<file path="src/rtl/bot_mbox_pkg.sv">
// bot_mbox_pkg: shared constants and types for the per-bot velocity mailbox protocol
package bot_mbox_pkg;
  localparam logic [7:0] MB_FLAG_R = 8'h72;
  localparam logic [7:0] MB_FLAG_W = 8'h77;
  localparam int MB_STRIDE = 4;
  localparam int MB_OFF_FLAG = 0;
  localparam int MB_OFF_VX = 1;
  localparam int MB_OFF_VY = 2;
  typedef logic signed [31:0] q16_16_t;
  typedef enum logic [2:0] {FLAG_RD, FLAG_CHK, VX_RD, VY_RD, VY_CAP, OUT, CLR, GAP} mb_state_e;
  function automatic logic [3:0] next_idx(input logic [3:0] idx, input int num);
    return 32'(idx) == num - 1 ? 4'd0 : idx + 4'd1;
  endfunction
endpackage

</file>
<file path="src/rtl/bot_mailbox_reader.sv">
// bot_mailbox_reader: round-robin mailbox poller that turns 'w' slots into velocity commands
module bot_mailbox_reader
  import bot_mbox_pkg::*;
#(
  parameter int NUM_BOTS = 3,
  parameter int DATA_W = 32,
  parameter int ADDR_W = 6,
  parameter int POLL_GAP = 4,
  parameter logic [7:0] FLAG_R = MB_FLAG_R,
  parameter logic [7:0] FLAG_W = MB_FLAG_W
) (
  input  logic              clk,
  input  logic              rst,
  output logic [ADDR_W-1:0] mb_addr,
  output logic              mb_rd_en,
  input  logic [DATA_W-1:0] mb_rdata,
  output logic              mb_wr_en,
  output logic [DATA_W-1:0] mb_wdata,
  output logic              cmd_valid,
  input  logic              cmd_ready,
  output logic [3:0]        cmd_bot_id,
  output logic [DATA_W-1:0] cmd_vx,
  output logic [DATA_W-1:0] cmd_vy,
  output logic              bad_flag,
  output logic [15:0]       bad_count
);
  mb_state_e state, state_nx, to_gap;
  logic [3:0] bot_idx;
  logic [15:0] gap_cnt;
  logic [7:0] flag;
  logic [ADDR_W-1:0] base;
  logic is_bad, gap_done, leave;
  assign flag = mb_rdata[7:0];
  assign base = ADDR_W'(32'(bot_idx) * MB_STRIDE);
  assign to_gap = POLL_GAP == 0 ? FLAG_RD : GAP;
  assign is_bad = state == FLAG_CHK && flag != FLAG_R && flag != FLAG_W;
  assign gap_done = state == GAP && gap_cnt == 16'(POLL_GAP - 1);
  // with no gap the slot index advances straight out of FLAG_CHK or CLR
  assign leave = gap_done || (POLL_GAP == 0 && (state == CLR || (state == FLAG_CHK && flag != FLAG_W)));
  assign cmd_valid = !rst && state == OUT;
  assign bad_flag = !rst && is_bad;
  always_comb begin
    state_nx = state;
    mb_rd_en = 1'b0;
    mb_wr_en = 1'b0;
    mb_addr = '0;
    mb_wdata = '0;
    if (!rst)
      case (state)
        FLAG_RD: begin
          mb_rd_en = 1'b1;
          mb_addr = base + ADDR_W'(MB_OFF_FLAG);
          state_nx = FLAG_CHK;
        end
        FLAG_CHK: state_nx = flag == FLAG_W ? VX_RD : to_gap;
        VX_RD: begin
          mb_rd_en = 1'b1;
          mb_addr = base + ADDR_W'(MB_OFF_VX);
          state_nx = VY_RD;
        end
        VY_RD: begin
          mb_rd_en = 1'b1;
          mb_addr = base + ADDR_W'(MB_OFF_VY);
          state_nx = VY_CAP;
        end
        VY_CAP: state_nx = OUT;
        OUT: state_nx = cmd_ready ? CLR : OUT;
        CLR: begin
          mb_wr_en = 1'b1;
          mb_addr = base + ADDR_W'(MB_OFF_FLAG);
          mb_wdata = DATA_W'(FLAG_R);
          state_nx = to_gap;
        end
        GAP: state_nx = gap_done ? FLAG_RD : GAP;
        default: state_nx = FLAG_RD;
      endcase
  end
  always_ff @(posedge clk) begin
    if (rst) begin
      state <= FLAG_RD;
      bot_idx <= '0;
      gap_cnt <= '0;
      cmd_bot_id <= '0;
      cmd_vx <= '0;
      cmd_vy <= '0;
      bad_count <= '0;
    end else begin
      state <= state_nx;
      gap_cnt <= state == GAP ? gap_cnt + 16'd1 : 16'd0;
      if (leave) bot_idx <= next_idx(bot_idx, NUM_BOTS);
      if (state == VY_RD) cmd_vx <= mb_rdata;
      if (state == VY_CAP) begin
        cmd_vy <= mb_rdata;
        cmd_bot_id <= bot_idx;
      end
      if (is_bad && bad_count != 16'hFFFF) bad_count <= bad_count + 16'd1;
    end
  end
endmodule

</file>
<file path="config.mk">
export PLATFORM = sky130hd
export DESIGN_NAME = bot_mailbox_reader
export DESIGN_NICKNAME = d
export VERILOG_FILES = /design/src/rtl/bot_mbox_pkg.sv /design/src/rtl/bot_mailbox_reader.sv
export SDC_FILE = /design/constraint.sdc
export NUM_CORES = 1
export LEC_CHECK = 0
export CAP_MARGIN = 20
export CORE_MARGIN = 2
export CORE_UTILIZATION = 34
export CTS_BUF_LIST = sky130_fd_sc_hd__clkbuf_16
export CTS_CLUSTER_DIAMETER = 60
export DETAILED_ROUTE_END_ITERATION = 10
export GPL_TIMING_DRIVEN = 1
export PLACE_DENSITY = 0.67
export SLEW_MARGIN = 20
export SYNTH_ARGS = -nofsm -noshare
export SYNTH_HDL_FRONTEND = slang
export SYNTH_SLANG_ARGS = --single-unit
</file>
<file path="constraint.sdc">
create_clock -name clk -period 1.7 [get_ports clk]
set_input_delay 0.255 -clock clk [delete_from_list [all_inputs] [get_ports clk]]
set_output_delay 0.255 -clock clk [all_outputs]
set_load 0.1 [all_outputs]
</file>
# Word level (Yosys, flattened, before mapping)
# Index checks and enable logic that the tools add are counted.
# word_totals
reg_bits	107
in_bits	35
output_inout_bits	126
# op_classes
add_sub_neg	5
eq_ne	13
mux	13
bitwise_logic	1
n_reduce_logical	11
# ops
cell	count
16-bit by 1-bit adder with 16-bit output (second input constant)	2
3-bit one-hot mux with 8 select lines	1
6-bit one-hot mux with 3 select lines	1
16-bit by 2-bit equality test with 1-bit output (second input constant)	1
16-bit != test (second input constant)	1
8-bit by 7-bit != test with 1-bit output (second input constant)	2
7-bit 2-to-1 mux	2
3-bit equality test (second input constant)	4
8-bit by 7-bit equality test with 1-bit output (second input constant)	1
6-bit by 1-bit adder with 6-bit output (second input constant)	1
6-bit by 2-bit adder with 6-bit output (second input constant)	1
3-bit by 2-bit equality test with 1-bit output (second input constant)	2
1-bit logical AND	6
3-bit 2-to-1 mux	2
6-bit 2-to-1 mux	1
4-bit by 1-bit adder with 4-bit output (second input constant)	1
4-bit by 2-bit equality test with 1-bit output (second input constant)	1
1-bit 2-to-1 mux	4
4-bit 2-to-1 mux	1
2-bit OR reduction	2
3-bit by 1-bit equality test with 1-bit output (second input constant)	1
3-bit zero test	1
3-bit OR reduction	1
2-bit 2-to-1 mux	1
2 further kinds	2

# Longest topological paths before layout
# depth
ltp_word	4
mapped_depth	7

# Worst setup path before layout
# No wires, ideal clock.
# synth_path
kind	register to output
startpoint	reg state[0]
endpoint	out cmd_valid
t_arrival_ps	2999
t_required_ps	1445
slack_ps	-1554
stages_incl_launch_ff	4
path_cell_list	dfxtp_1 -> clkbuf_1 -> nor2b_1 -> nor3b_1
# synth_between
elab_chain_len	2
# synth_rtl
item	line_no	source
start: declaration	bot_mailbox_reader.sv:27	mb_state_e state, state_nx, to_gap;
start signal: assignment	bot_mailbox_reader.sv:88	state <= state_nx;
3-bit equality test	bot_mailbox_reader.sv:40	assign cmd_valid = !rst && state == OUT;
1-bit logical AND	bot_mailbox_reader.sv:40	
end: declaration	bot_mailbox_reader.sv:19	output logic cmd_valid,
# No other way between the ends.

# Worst setup path in the final report
# layout_path
startpoint	reg state[0]
endpoint	out bad_flag
# layout_between
elab_chain_len	4
# layout_rtl
item	line_no	source
3-bit by 1-bit equality test with 1-bit output	bot_mailbox_reader.sv:36	assign is_bad = state == FLAG_CHK && flag != FLAG_R && flag != FLAG_W;
1-bit logical AND (2 in a row)	bot_mailbox_reader.sv:36	
1-bit logical AND	bot_mailbox_reader.sv:41	assign bad_flag = !rst && is_bad;
end: declaration	bot_mailbox_reader.sv:24	output logic bad_flag,
# No other way between the ends.

==> reports/qor.yml <==
core.rowCount: 42
coreArea_um2: 13200
n_antenna_cell: 0
path_max_fanout: 3
yosysWarnings: 0
finalCriticalPeriod_ns: 1.80
overflow: 0
die_y_um: 121
cp_num_buf_inv: 3
synth-seq-cells: 107
mostFrequentLayoutCells: "nand2_1, buf_12, a21oi_1, dfxtp_1, buf_4"
fin_ws_ns: -0.0990
layout_commonest_cell: "nand2_1"
h-tree-depth: 3
period_share_pct: 106
fin_skew_ns: 0.00563
yosysUniqueCellTypes: 45
viasPerCell: 4.99
drive_above_1_share_pct: 35.5
cp_slowest_cell: "dfxtp_2"
setup_violations: 15
hold_class: "input pin to register"
vdd_drop_max_mv: 0.515
io_buffer_count: 132
clock_latency_ns: 0.35
wl_per_cell_um: 14.9
arrival_ns: 1.54
initial_core_util_pct: 34.8
gp_congestion: 0.847
io_pins: 161
violations: "negative setup slack"
worstSetupPathType: "register to output pin"
cts_tree: "built"
grt_max_degree: 53
grt_use_total_pct: 18.9
wirelength_um: 13700
relSlewSlack_pct: 63.6
total_power_mw: 6.53
drv_slew: 0
syn_inst: 580
fin_nets: 776
finalHoldViolations: 0
ant_nets: 0
cts-buffers-inserted: 9
slowest_delay_ns: 0.36
power_density_nw_per_um2: 806
synthArstFlopShare_pct: 0
synth-edff-count: 0
timing.hold.ws_ns: 0.222
syn_area_um2: 4610
clock_sinks: 107
crit_chain: "nor3b_2, buf_4, o41ai_4, buf_12, nor2_4, buf_12"
critPathCaptureType: "output pin"
syn2layout_area_growth_pct: 75.5
path_delay_family: "buffers and inverters"
antenna_found_initial: 0
rsz0062_at_grt: "true"
worst_pin_slew_ns: 0.546
start_kind: "register"
synth_flop_cell: "dfxtp_1"
dp_slack_ns: -0.349
synth-seq-area-share_pct: 46.4
cts.path.max_buffers: 2
drtPass1Iterations: 4
max_cap_viol_count: 0
status: "complete, but fails checks"
grt_pass1_vias: 4383
vias: 4587
crit_top_cell: "buf_12"
max_freq_mhz: 556
grt_pass1_wl_um: 22000
design.die.area_um2: 14500
hold_buffers: 0
drc_errors: 0
cp.required_ns: 1.44
dp_hpwl_um: 9430
syn_area_per_cell_um2: 7.96
root_buffer: "clkbuf_16"
p_leak_nw: 2.90
cts.reportedPaths.clkPinSlew_ns: 0.07
die_w_um: 121
drt-initial-drc-count: 315
cell families (layout without fill, tap and decap cells):
| family | count (synthesis) | count (layout) | synth area share, % |
|---|---|---|---|
| flops | 107 | 107 | 46.4 |
| fa+ha+maj | 2 | 2 | 0.542 |
| compound gates | 125 | 125 | 14.9 |
| simple gates | 258 | 258 | 26.8 |
| other cells | 1 | 28 | 0.0813 |
| buf+inv | 75 | 212 | 8.89 |
| mux | 2 | 2 | 0.488 |
| xor+xnor | 10 | 10 | 1.90 |
where the power goes:
group,internal (mW),switching (mW)
Sequential,2.57,0.0915
Combinational,0.596,1.26
Clock,1.02,1.00
Total,4.18,2.35
through the flow:
stage,instances,instance area [um^2],utilization [%],TNS [ns]
after floorplan,607,5010,-,-1.16
after global placement,888,7440,56.2,-4.30
after detailed placement,888,7440,56.2,-5.41
after CTS,920,7990,60.3,-1.01
after global routing,920,8100,61.2,-2.24
final,920,8100,61.2,-0.930
path summary, 6_finish.rpt:
path	start	to	slack, ns	cells past startpoint
max	state[0]	bad_flag	-0.1	6
min	rst	state[1]	0.22	2
max reg2reg	state[0]	bad_count[10]	-0.08	7
min reg2reg	cmd_bot_id[0]	cmd_bot_id[0]	0.49	2
state kept, by name (all words and copies together) (netlist names):
name	flops
cmd_bot_id	4
bad_count	16
state	3
bot_idx	4
gap_cnt	16
cmd_vx	32
cmd_vy	32
cell type report:
cell class,count,area [um^2]
timing repair buffer,190,2840
clock inverter,7,56.3
inverter,6,22.5
tap,176,220
multi-input combinational,425,2520
fill,1080,5140
sequential,107,2210
clock buffer,9,225
Yosys cell counts, drive strengths merged, types with 2 or more instances:
library cell | n | area, um^2
nor2b | 5 | 31.3
o41ai | 2 | 25.0
nand3 | 15 | 75.1
nor2 | 22 | 82.6
or3 | 10 | 68.8
xor2 | 3 | 26.3
or4 | 14 | 105
and3 | 2 | 12.5
dfxtp | 107 | 2140
a21oi | 92 | 460
mux2 | 2 | 22.5
xnor2 | 7 | 61.3
ha | 2 | 25.0
and2 | 5 | 31.3
nor4b | 4 | 41.3
nand4 | 8 | 65.1
clkbuf | 26 | 97.6
o31ai | 14 | 105
nor4 | 6 | 37.5
nor3b | 2 | 15.0
nand2 | 151 | 567
buf | 43 | 290
and4 | 4 | 35.0
o21ai | 13 | 65.1
nand2b | 2 | 12.5
nor3 | 5 | 30.0
inv | 6 | 22.5
timing repair:
item	CTS	global route
gates resized for setup	40	38
setup endpoints to repair	27	35
cloned	2	0
buffers inserted	14	1
pin swaps	24	15
endpoints found under the hold margin	0	0
layer usage:
layer | share of wire, % | track usage (%) | up-vias | wire length [um]
met5 | 0 | 0 | - | 0
met4 | 2.2 | 7.63 | 0 | 301
met3 | 5.9 | 4.48 | 20 | 804
met2 | 53 | 33.1 | 139 | 7250
met1 | 39 | 22.0 | 2182 | 5340
li1 | - | - | 2246 | -
Power figures use the tool's default switching activity.
